==> src/rtl/fetch_queue_if.sv <==
`default_nettype none
// ============================================================================
// Module      : fetch_queue_if
// Description : Redirect, instruction-fetch and decode signals of fetch_queue.
// Revision    : 1.0 - initial release
// ============================================================================
interface fetch_queue_if #(
    parameter int DEPTH = 4
);
    localparam int CW = $clog2(DEPTH) + 1;

    logic          redirect_valid;
    logic [31:0]   redirect_pc;
    logic          fetch_enable;
    logic [31:0]   fetch_addr;
    logic [31:0]   instruction;
    logic          instr_valid;
    logic          dec_valid;
    logic [31:0]   dec_instr;
    logic [31:0]   dec_pc;
    logic          dec_ready;
    logic [CW-1:0] queue_count;

    // master is the fetch queue itself; slave is the fetch unit / decode side
    modport master (
        input  redirect_valid, redirect_pc, instruction, instr_valid, dec_ready,
        output fetch_enable, fetch_addr, dec_valid, dec_instr, dec_pc, queue_count
    );

    modport slave (
        output redirect_valid, redirect_pc, instruction, instr_valid, dec_ready,
        input  fetch_enable, fetch_addr, dec_valid, dec_instr, dec_pc, queue_count
    );
endinterface
`default_nettype wire

==> src/rtl/fetch_queue.sv <==
`default_nettype none
// ============================================================================
// Module      : fetch_queue
// Description : Single-outstanding instruction fetcher feeding a FIFO toward
//               decode. Define FETCH_QUEUE_BYPASS_EN for empty-queue bypass.
// Revision    : 1.0 - initial release
// ============================================================================
module fetch_queue #(
    parameter int          DEPTH    = 4,
    parameter logic [31:0] RESET_PC = 32'h0000_0000
) (
    input  wire logic     clk,
    input  wire logic     resetn,
    fetch_queue_if.master bus
);
    localparam int             PW      = $clog2(DEPTH);
    localparam int             CW      = $clog2(DEPTH) + 1;
    localparam logic [CW-1:0]  DEPTH_C = CW'(DEPTH);

    typedef enum logic [1:0] {
        S_IDLE    = 2'd0,
        S_REQ     = 2'd1,
        S_DISCARD = 2'd2
    } state_t;

    state_t          state_q;
    logic            fen_q;
    logic [31:0]     addr_q,   addr_d;
    logic [CW-1:0]   count_q,  count_d;
    logic [PW-1:0]   wr_ptr_q, wr_ptr_d;
    logic [PW-1:0]   rd_ptr_q, rd_ptr_d;
    logic [31:0]     mem_instr_q [DEPTH];
    logic [31:0]     mem_pc_q    [DEPTH];

    logic            flush;
    logic            accept;
    logic            push;
    logic            pop;
    logic            queue_nonempty;

    assign flush          = bus.redirect_valid;
    assign accept         = (state_q == S_REQ) && bus.instr_valid && !bus.redirect_valid;
    assign queue_nonempty = (count_q != '0);
    assign pop            = queue_nonempty && bus.dec_ready;

`ifdef FETCH_QUEUE_BYPASS_EN
    logic byp_hit;
    // An empty queue forwards the returning word straight to decode; it is
    // only stored if decode does not take it in the same cycle.
    assign byp_hit       = accept && !queue_nonempty;
    assign push          = accept && !(byp_hit && bus.dec_ready);
    assign bus.dec_valid = queue_nonempty || byp_hit;
    assign bus.dec_instr = byp_hit ? bus.instruction : mem_instr_q[rd_ptr_q];
    assign bus.dec_pc    = byp_hit ? addr_q          : mem_pc_q[rd_ptr_q];
`else
    assign push          = accept;
    assign bus.dec_valid = queue_nonempty;
    assign bus.dec_instr = mem_instr_q[rd_ptr_q];
    assign bus.dec_pc    = mem_pc_q[rd_ptr_q];
`endif

    assign bus.fetch_enable = fen_q;
    assign bus.fetch_addr   = addr_q;
    assign bus.queue_count  = count_q;

    // Fetch control; only one request is ever outstanding. Entry to REQ
    // uses the current count, so a pop in the same cycle is not yet credited.
    always_ff @(posedge clk or negedge resetn) begin
        if (!resetn) begin
            state_q <= S_IDLE;
            fen_q   <= 1'b0;
        end else begin
            case (state_q)
                S_IDLE: begin
                    if (!bus.redirect_valid && (count_q < DEPTH_C)) begin
                        state_q <= S_REQ;
                        fen_q   <= 1'b1;
                    end
                end
                S_REQ: begin
                    if (bus.instr_valid) begin
                        state_q <= S_IDLE;
                        fen_q   <= 1'b0;
                    end else if (bus.redirect_valid) begin
                        state_q <= S_DISCARD;
                        fen_q   <= 1'b0;
                    end
                end
                S_DISCARD: begin
                    if (bus.instr_valid) begin
                        state_q <= S_IDLE;
                    end
                end
                default: begin
                    state_q <= S_IDLE;
                    fen_q   <= 1'b0;
                end
            endcase
        end
    end

    always_comb begin
        count_d  = count_q;
        wr_ptr_d = wr_ptr_q;
        rd_ptr_d = rd_ptr_q;
        addr_d   = addr_q;
        if (flush) begin
            count_d  = '0;
            wr_ptr_d = '0;
            rd_ptr_d = '0;
            addr_d   = bus.redirect_pc & ~32'd3;
        end else begin
            if (push) begin
                wr_ptr_d = wr_ptr_q + 1'b1;
            end
            if (pop) begin
                rd_ptr_d = rd_ptr_q + 1'b1;
            end
            case ({push, pop})
                2'b10:   count_d = count_q + 1'b1;
                2'b01:   count_d = count_q - 1'b1;
                default: count_d = count_q;
            endcase
            if (accept) begin
                addr_d = addr_q + 32'd4;
            end
        end
    end

    always_ff @(posedge clk or negedge resetn) begin
        if (!resetn) begin
            addr_q   <= RESET_PC;
            count_q  <= '0;
            wr_ptr_q <= '0;
            rd_ptr_q <= '0;
            for (int i = 0; i < DEPTH; i++) begin
                mem_instr_q[i] <= '0;
                mem_pc_q[i]    <= '0;
            end
        end else begin
            addr_q   <= addr_d;
            count_q  <= count_d;
            wr_ptr_q <= wr_ptr_d;
            rd_ptr_q <= rd_ptr_d;
            if (push) begin
                mem_instr_q[wr_ptr_q] <= bus.instruction;
                mem_pc_q[wr_ptr_q]    <= addr_q;
            end
        end
    end
endmodule
`default_nettype wire

==> src/flat_wrapper.sv <==
// flat-port wrapper written by rule: the top's interface ports become plain ports
module fetch_queue_flat 
#(
    parameter int          DEPTH    = 4,
    parameter logic [31:0] RESET_PC = 32'h0000_0000
)
  (clk, resetn, bus_redirect_valid, bus_redirect_pc, bus_instruction, bus_instr_valid, bus_dec_ready, bus_fetch_enable, bus_fetch_addr, bus_dec_valid, bus_dec_instr, bus_dec_pc, bus_queue_count);
  fetch_queue_if #(.DEPTH(DEPTH)) bus_i ();
  input  wire logic clk;
  input  wire logic resetn;
  input wire logic [$bits(bus_i.redirect_valid)-1:0] bus_redirect_valid;
  input wire logic [$bits(bus_i.redirect_pc)-1:0] bus_redirect_pc;
  input wire logic [$bits(bus_i.instruction)-1:0] bus_instruction;
  input wire logic [$bits(bus_i.instr_valid)-1:0] bus_instr_valid;
  input wire logic [$bits(bus_i.dec_ready)-1:0] bus_dec_ready;
  output wire logic [$bits(bus_i.fetch_enable)-1:0] bus_fetch_enable;
  output wire logic [$bits(bus_i.fetch_addr)-1:0] bus_fetch_addr;
  output wire logic [$bits(bus_i.dec_valid)-1:0] bus_dec_valid;
  output wire logic [$bits(bus_i.dec_instr)-1:0] bus_dec_instr;
  output wire logic [$bits(bus_i.dec_pc)-1:0] bus_dec_pc;
  output wire logic [$bits(bus_i.queue_count)-1:0] bus_queue_count;
  assign bus_i.redirect_valid = bus_redirect_valid;
  assign bus_i.redirect_pc = bus_redirect_pc;
  assign bus_i.instruction = bus_instruction;
  assign bus_i.instr_valid = bus_instr_valid;
  assign bus_i.dec_ready = bus_dec_ready;
  assign bus_fetch_enable = bus_i.fetch_enable;
  assign bus_fetch_addr = bus_i.fetch_addr;
  assign bus_dec_valid = bus_i.dec_valid;
  assign bus_dec_instr = bus_i.dec_instr;
  assign bus_dec_pc = bus_i.dec_pc;
  assign bus_queue_count = bus_i.queue_count;
  fetch_queue #(.DEPTH(DEPTH), .RESET_PC(RESET_PC)) u_core (.clk(clk), .resetn(resetn), .bus(bus_i));
endmodule
==> config.mk <==
export PLATFORM = sky130hd
export DESIGN_NAME = fetch_queue_flat
export DESIGN_NICKNAME = d
export VERILOG_FILES = /design/src/rtl/fetch_queue_if.sv /design/src/rtl/fetch_queue.sv /design/src/flat_wrapper.sv
export SDC_FILE = /design/constraint.sdc
export NUM_CORES = 1
export LEC_CHECK = 0
export ABC_AREA = 0
export BUFFER_PORTS_ARGS = -buffer_cell sky130_fd_sc_hd__buf_2
export CELL_PAD_IN_SITES_DETAIL_PLACEMENT = 1
export CELL_PAD_IN_SITES_GLOBAL_PLACEMENT = 1
export CORE_ASPECT_RATIO = 0.75
export CORE_UTILIZATION = 48
export CTS_CLUSTER_DIAMETER = 200
export CTS_CLUSTER_SIZE = 40
export DETAILED_ROUTE_END_ITERATION = 8
export PLACE_DENSITY_LB_ADDON = 0.1
export SETUP_SLACK_MARGIN = 0.15
export SLEW_MARGIN = 20
export SYNTH_ARGS = -nofsm -noshare
export SYNTH_HDL_FRONTEND = slang
export SYNTH_SLANG_ARGS = --single-unit
==> constraint.sdc <==
create_clock -name clk -period 2.2 [get_ports clk]
set_input_delay 0.44 -clock clk [delete_from_list [all_inputs] [get_ports clk]]
set_output_delay 0.44 -clock clk [all_outputs]
set_load 0.02 [all_outputs]
Word-level counts from Yosys, hierarchy flattened
Cells that the tools add are included.
Widths: inputs -> output; s select.
- bitwise gates (word level): 3
- reductions and logical operators: 13
- mux-type cells: 27
- equality and inequality tests: 7
- add/sub/neg operators: 5
- $lt $le $gt $ge: 4
- operators by type and width (cell ; number):
    $bwmux 128 ; 2
    $mux 32 ; 7
    $bmux 32 s2 ; 2
    $demux 32 s2 ; 1
    $add 32x3->32 const B ; 1
    $mux 2 ; 8
    $ge 3x3->1 const B ; 2
    $not 2->3 ; 2
    $pmux 2 s3 ; 1
    $pmux 3 s2 ; 1
    $reduce_and 3->1 ; 2
    $reduce_bool 3->1 ; 2
    $logic_and 1x1->1 ; 5
    $add 2x1->2 const B ; 2
    $eq 2x1->1 const B ; 2
    $eq 2x2->1 const B ; 2
    $reduce_bool 2->1 ; 2
    $add 3x1->3 const B ; 1
    $lt 3x1->1 const B ; 1
    $lt 3x3->1 const B ; 1
    $mux 1 ; 3
    $mux 3 ; 1
    $ne 3x3->1 const B ; 1
    $pmux 1 s3 ; 1
    other kinds (6) ; 6
- register bits after elaboration: 298
- output and inout port bits: 101
- word-level logic and storage cells: 73
- input bits: 69

Logic depth before layout (Yosys ltp)
- word-level depth: 6
- depth in mapped cells: 8

Least setup slack after synthesis
OpenSTA, ideal clock, no wires.
- path kind: register to register
- from: register u_core.count_q[0] (netlist: u_core.bus.queue_count[0])
- to: register u_core.count_q[2] (netlist: u_core.bus.queue_count[2])
- setup time: 0.134 ns
- cell stages (with the launch flop): 7
- path buffers: 0
- path slack: 0.102 ns
- arrival: 1.964 ns
- clock period less this slack: 2.098 ns
- cells stage by stage: dfrtp_1 -> o31ai_1 -> nor2_1 -> fa_1 -> nor3_1 -> o21ai_0 -> nor3b_1
- cells in the longest elaborated chain, start to end: 5
- elaborated cells between the ends (all ways): 9
- classes of those cells: 2 x add/sub; 2 x eq/ne; 2 x mux; 3 x reduce/logical
- RTL lines (element ; line ; source):
    start: declaration ; fetch_queue.sv:29 ; logic [CW-1:0] count_q, count_d;
    start signal: assignment ; fetch_queue.sv:142 ; count_q <= count_d;
    parallel branches: the longest is 5 deep, another holds $sub 3x1->3 ; - ;
Several ways; the timed one is not identified.
A chain may end at the register's enable or synchronous reset.

Worst setup path after layout
- from: register u_core.rd_ptr_q[0]
- to: output port bus_dec_pc[27]
- cells in the longest elaborated chain, start to end: 4
- RTL lines (element ; line ; source):
    start: declaration ; fetch_queue.sv:31 ; logic [PW-1:0] rd_ptr_q, rd_ptr_d;
    start signal: assignment ; fetch_queue.sv:144 ; rd_ptr_q <= rd_ptr_d;
    $not 2->3 (not written as such) ; fetch_queue.sv:59 ; assign bus.dec_pc = mem_pc_q[rd_ptr_q];
    $bmux 32 s2 ; fetch_queue.sv:59 ;
    $mux 32 (not written as such) (2 in series) ; fetch_queue.sv:59 ;
    end: declaration ; flat_wrapper.sv:20 ; output wire logic [$bits(bus_i.dec_pc)-1:0] bus_dec_pc;
No other way between the ends. The select of a mux whose other input is x is not followed.

==> summary.txt <==
Critical path
  – CP max stage cell: mux4_2
  – Critical Path Start Type: flip-flop
  – Slowest stage delay, CP: 0.58 ns
  – Worst Path Required: 1.76 ns
  – Critical path's top delay family: multiplexers
  – Worst Setup End Kind: output port
  – Crit Path Max Fanout: 29
  – Worst path depth: 3
  – Reg2reg start: u_core.state_q[1]$_DFFE_PN0P_
  – Worst Path Arrival: 2.01 ns
  – Reg2reg end: u_core.bus.fetch_addr[29]$_DFFE_PN0N_
  – Cells on worst reg2reg path: 5
  – Worst Path Class, Setup: flip-flop to output port
  – CP Cell Sequence: buf_16 > mux4_2 > buf_2
  – R2r setup slk: 0.06 ns
  – CP Capture Point: bus_dec_pc[27]
  – Worst Setup SP: u_core.rd_ptr_q[0]$_DFFE_PN0P_
  – WP buf/inv: 2

Global route
  – Largest net degree at the start of global routing: 74
  – First-pass GRT wire length: 49600 µm
  – Number of global-route vias before repair: 8614
  – Total global routing overflow: 0
  – Initial antenna violation count: 1
  – Tot GR Track Use: 0.230

Synthesis
  – Async set or reset register ratio after synthesis: 1.00
  – Synthesized cell area: 0.0130 mm²
  – YS warnings: 0
  – Register area share after synthesis: 0.553
  – Mean Syn Cell Area: between 10 and 15 µm²
  – Largest family of logic cells by synthesized area: multiplexers
  – Synth unique cells: 46
  – Cell taking the most area after synthesis: dfrtp_1
  – Top_reg_cell synth: dfrtp_1
  – Synthesized flop and latch total: 288
  – EDFF count, synth: 0
  – Synth top area cells: dfrtp_1 (55%), mux2_2 (21%), mux4_2 (11%)
  – Simple-gate share of the synthesized area: 0.0514
  – Adder-cell share of the synthesized area: 0.00633
  – Post-synthesis mux area share: 0.323
  – Mapped Cells: 881
  – XOR/XNOR share of the synthesized area: 0.0101
  – Synth top area share: 0.553
  – Complex-gate fraction of the synthesized area: 0.0272

Drt
  – Antenna viol nets, final: 0
  – Metal-1 WL: roughly 15000 µm
  – DRT Pass-1 Iters: 4
  – Drt via density: 5.72
  – Routed length on met2: around 14000 µm
  – Routed len/inst: 21.9 µm
  – Initial DRC Count: 386
  – DRC Markers: 0
  – DR WL met3: 1230 µm
  – Final WL: 30800 µm
  – Vias: 8036
  – Highest routed layer: met5

Timing
  – Final setup TNS: -11.63 ns
  – Fin. Hold Viols: 0
  – Post-Route Skew: 0.0617 ns
  – Count of pins over their slew limit: 0
  – Period utilisation layout: 1.11
  – Final setup margin: -0.250 ns
  – Setup violators final: 62
  – Fmax: 0.408 GHz
  – Fin crit period: about 2.4 ns
  – RSZ-0062 raised after global routing: yes

Final layout
  – Finished Core Util: 0.583
  – Nets@finish: 1135
  – Layout area overhead: 17.5%
  – Final instance area: around 0.015 mm²
  – Share of cells above drive strength 1: 0.553
  – FILL cells: 2540
  – # diodes: 0
  – Area of the multi-input gates: 0.00564 mm²
  – Sequential Area: 0.00722 mm²

Clock network
  – CTS H-tree lvls: 1
  – Clock-pin transition on the worst setup and hold timing paths: 0.15 ns
  – Clock Tree Root: clkbuf_16
  – Clock sinks: roughly 290
  – Clock Path Buffers: 3
  – Worst-Skew Late Latency: 0.50 ns
  – CTS tree: built
  – Number of CTS-inserted buffers: 11

Outcome
  – Status: complete, but fails checks
  – Failing checks: negative setup slack

Floorplanning
  – Initial Util: 0.496
  – Die Wd: 192 µm
  – Core area: around 0.026 mm²
  – Site row count: 51
  – Io pins: between 150 and 200
  – Die Area: 0.0278 mm²
  – Die Ht: roughly 140 µm

Power
  – Max VDD drop: 0.606 mV
  – Power share of the clock group: 0.161
  – NetSw: 5.39 mW
  – Sequential share of power: 0.451
  – P per Cell Area: 1050 mW/mm²
  – Pint: 10.7 mW
  – Logic pwr share: 0.388
  – Power, Total: roughly 16 mW
  – Lkg Pwr: 7.17 nW
  – Switch share: 0.335

Placed design
  – IO Port Bufs: 163
  – Final GP Congestion: around 0.76
  – Dpl ws: 0.00840 ns
  – Cell Area, Placed: 0.0146 mm²
  – Detailed-placement wirelength estimate: 20800 µm

Min path
  – Hold Crit Class: primary input to flip-flop

Flow run
  – Max-Cap Viols: 0
==> power by group through the flow <==
| stage | registers [mW] | clock network [mW] | logic (mW) |
|---|---|---|---|
| 6_report | 7.28 | 2.59 | 6.25 |
| 5_1_grt | 7.44 | 2.84 | 6.73 |
| 4_1_cts | 7.26 | 2.69 | 6.18 |
| 3_5_place_dp | 7.37 | 0 | 5.96 |
| 3_3_place_gp | 7.31 | 0 | 5.81 |
| 2_1_floorplan | 7.22 | 0 | 4.04 |
==> how the worst min path moves through the flow <==
stage                                   start                                     to  slack, ns  cells after the start
after floorplan                        resetn  u_core.bus.fetch_addr[10]$_DFFE_PN0N_       0.14                      0
after global placement                 resetn     u_core.mem_instr_q[47]$_DFFE_PN0P_       0.35                      1
after detailed placement               resetn    u_core.mem_instr_q[111]$_DFFE_PN0P_       0.35                      1
after CTS                 bus_redirect_pc[10]  u_core.bus.fetch_addr[10]$_DFFE_PN0N_       0.12                      3
after global routing      bus_redirect_pc[10]  u_core.bus.fetch_addr[10]$_DFFE_PN0N_       0.12                      3
final                     bus_redirect_pc[10]  u_core.bus.fetch_addr[10]$_DFFE_PN0N_       0.13                      3
==> per-stage QoR <==
| step | hold WS (ns) | cells |
|---|---|---|
| after global routing | 0.124 | 1405 |
| final | 0.133 | 1405 |
| after detailed placement | 0.349 | 1374 |
| after CTS | 0.118 | 1396 |
| after floorplan | 0.144 | 884 |
| after global placement | 0.350 | 1374 |
==> cell families after synthesis <==
group | count (synthesis)
flops | 288
simple gates | 126
compound gates | 55
buf+inv | 78
fa+ha+maj | 6
xor+xnor | 15
other cells | 1
mux | 312
==> sequential cells by signal, summed over array words and instances, names as in the netlist <==
signal                   cells
u_core.rd_ptr_q              2
u_core.mem_instr_q         128
u_core.state_q               2
u_core.mem_pc_q            120
u_core.bus.fetch_addr       30
u_core.bus.queue_count       3
u_core.bus.fetch_enable      1
u_core.wr_ptr_q              2
==> area by class of cell <==
| cell class | instances | area share |
|---|---|---|
| Clock inverter | 1 | 0.00196 |
| Multi-Input combinational cell | 518 | 0.368 |
| Timing Repair Buffer | 235 | 0.111 |
| Tap cell | 344 | 0.0281 |
| Clock buffer | 13 | 0.0184 |
| Inverter | 6 | 0.00147 |
| Sequential cell | 288 | 0.471 |
==> per-layer routing <==
layer	vias to the layer above	global-route usage
met5	-	0
met3	19	0.0275
li1	3603	-
met1	4290	0.347
met2	122	0.367
met4	2	0.0336
==> worst min-delay path, stage by stage <==
cell and delay, ns:
buf_2 0.08, nand2_1 0.04, o21ai_0 0.05
==> cells in the mapped netlist (6+ instances only) <==
cell type	number
buf_4	8
a31oi_1	16
mux2_2	248
dfrtp_1	288
o31ai_1	12
nand3_1	7
xnor2_1	10
nand4_1	12
buf_2	35
or3_1	6
mux4_2	62
and3_1	6
clkbuf_1	21
or4_1	12
nor2_1	26
nand2_1	32
inv_1	6
o21ai_0	18
==> what timing repair did <==
action | 4_1_cts | 5_1_grt
gates resized for setup | 20 | 45
hold buffers | 1 | 0
buffers inserted | 7 | 9
endpoints found under the setup margin | 74 | 80
pin swaps | 3 | 15
hold endpoints to repair | 34 | 0
==> layout by cell type, fill, tap and decap left out, drive strengths merged, types with 3 or more instances in the layout <==
| cell type | n |
|---|---|
| mux2 | 248 |
| o31ai | 12 |
| nand4 | 12 |
| inv | 6 |
| and3 | 6 |
| clkbuf | 13 |
| xnor2 | 10 |
| or4 | 13 |
| a31oi | 16 |
| buf | 234 |
| mux4 | 62 |
| nand2 | 32 |
| nor3 | 5 |
| dfrtp | 288 |
| xor2 | 5 |
| and4 | 3 |
| ha | 5 |
| nor2 | 26 |
| nand3 | 7 |
| o21ai | 18 |
| or3 | 6 |
| nor4 | 4 |
| conb | 4 |
| and2 | 3 |
No activity file was read; power rests on OpenSTA's default activity.
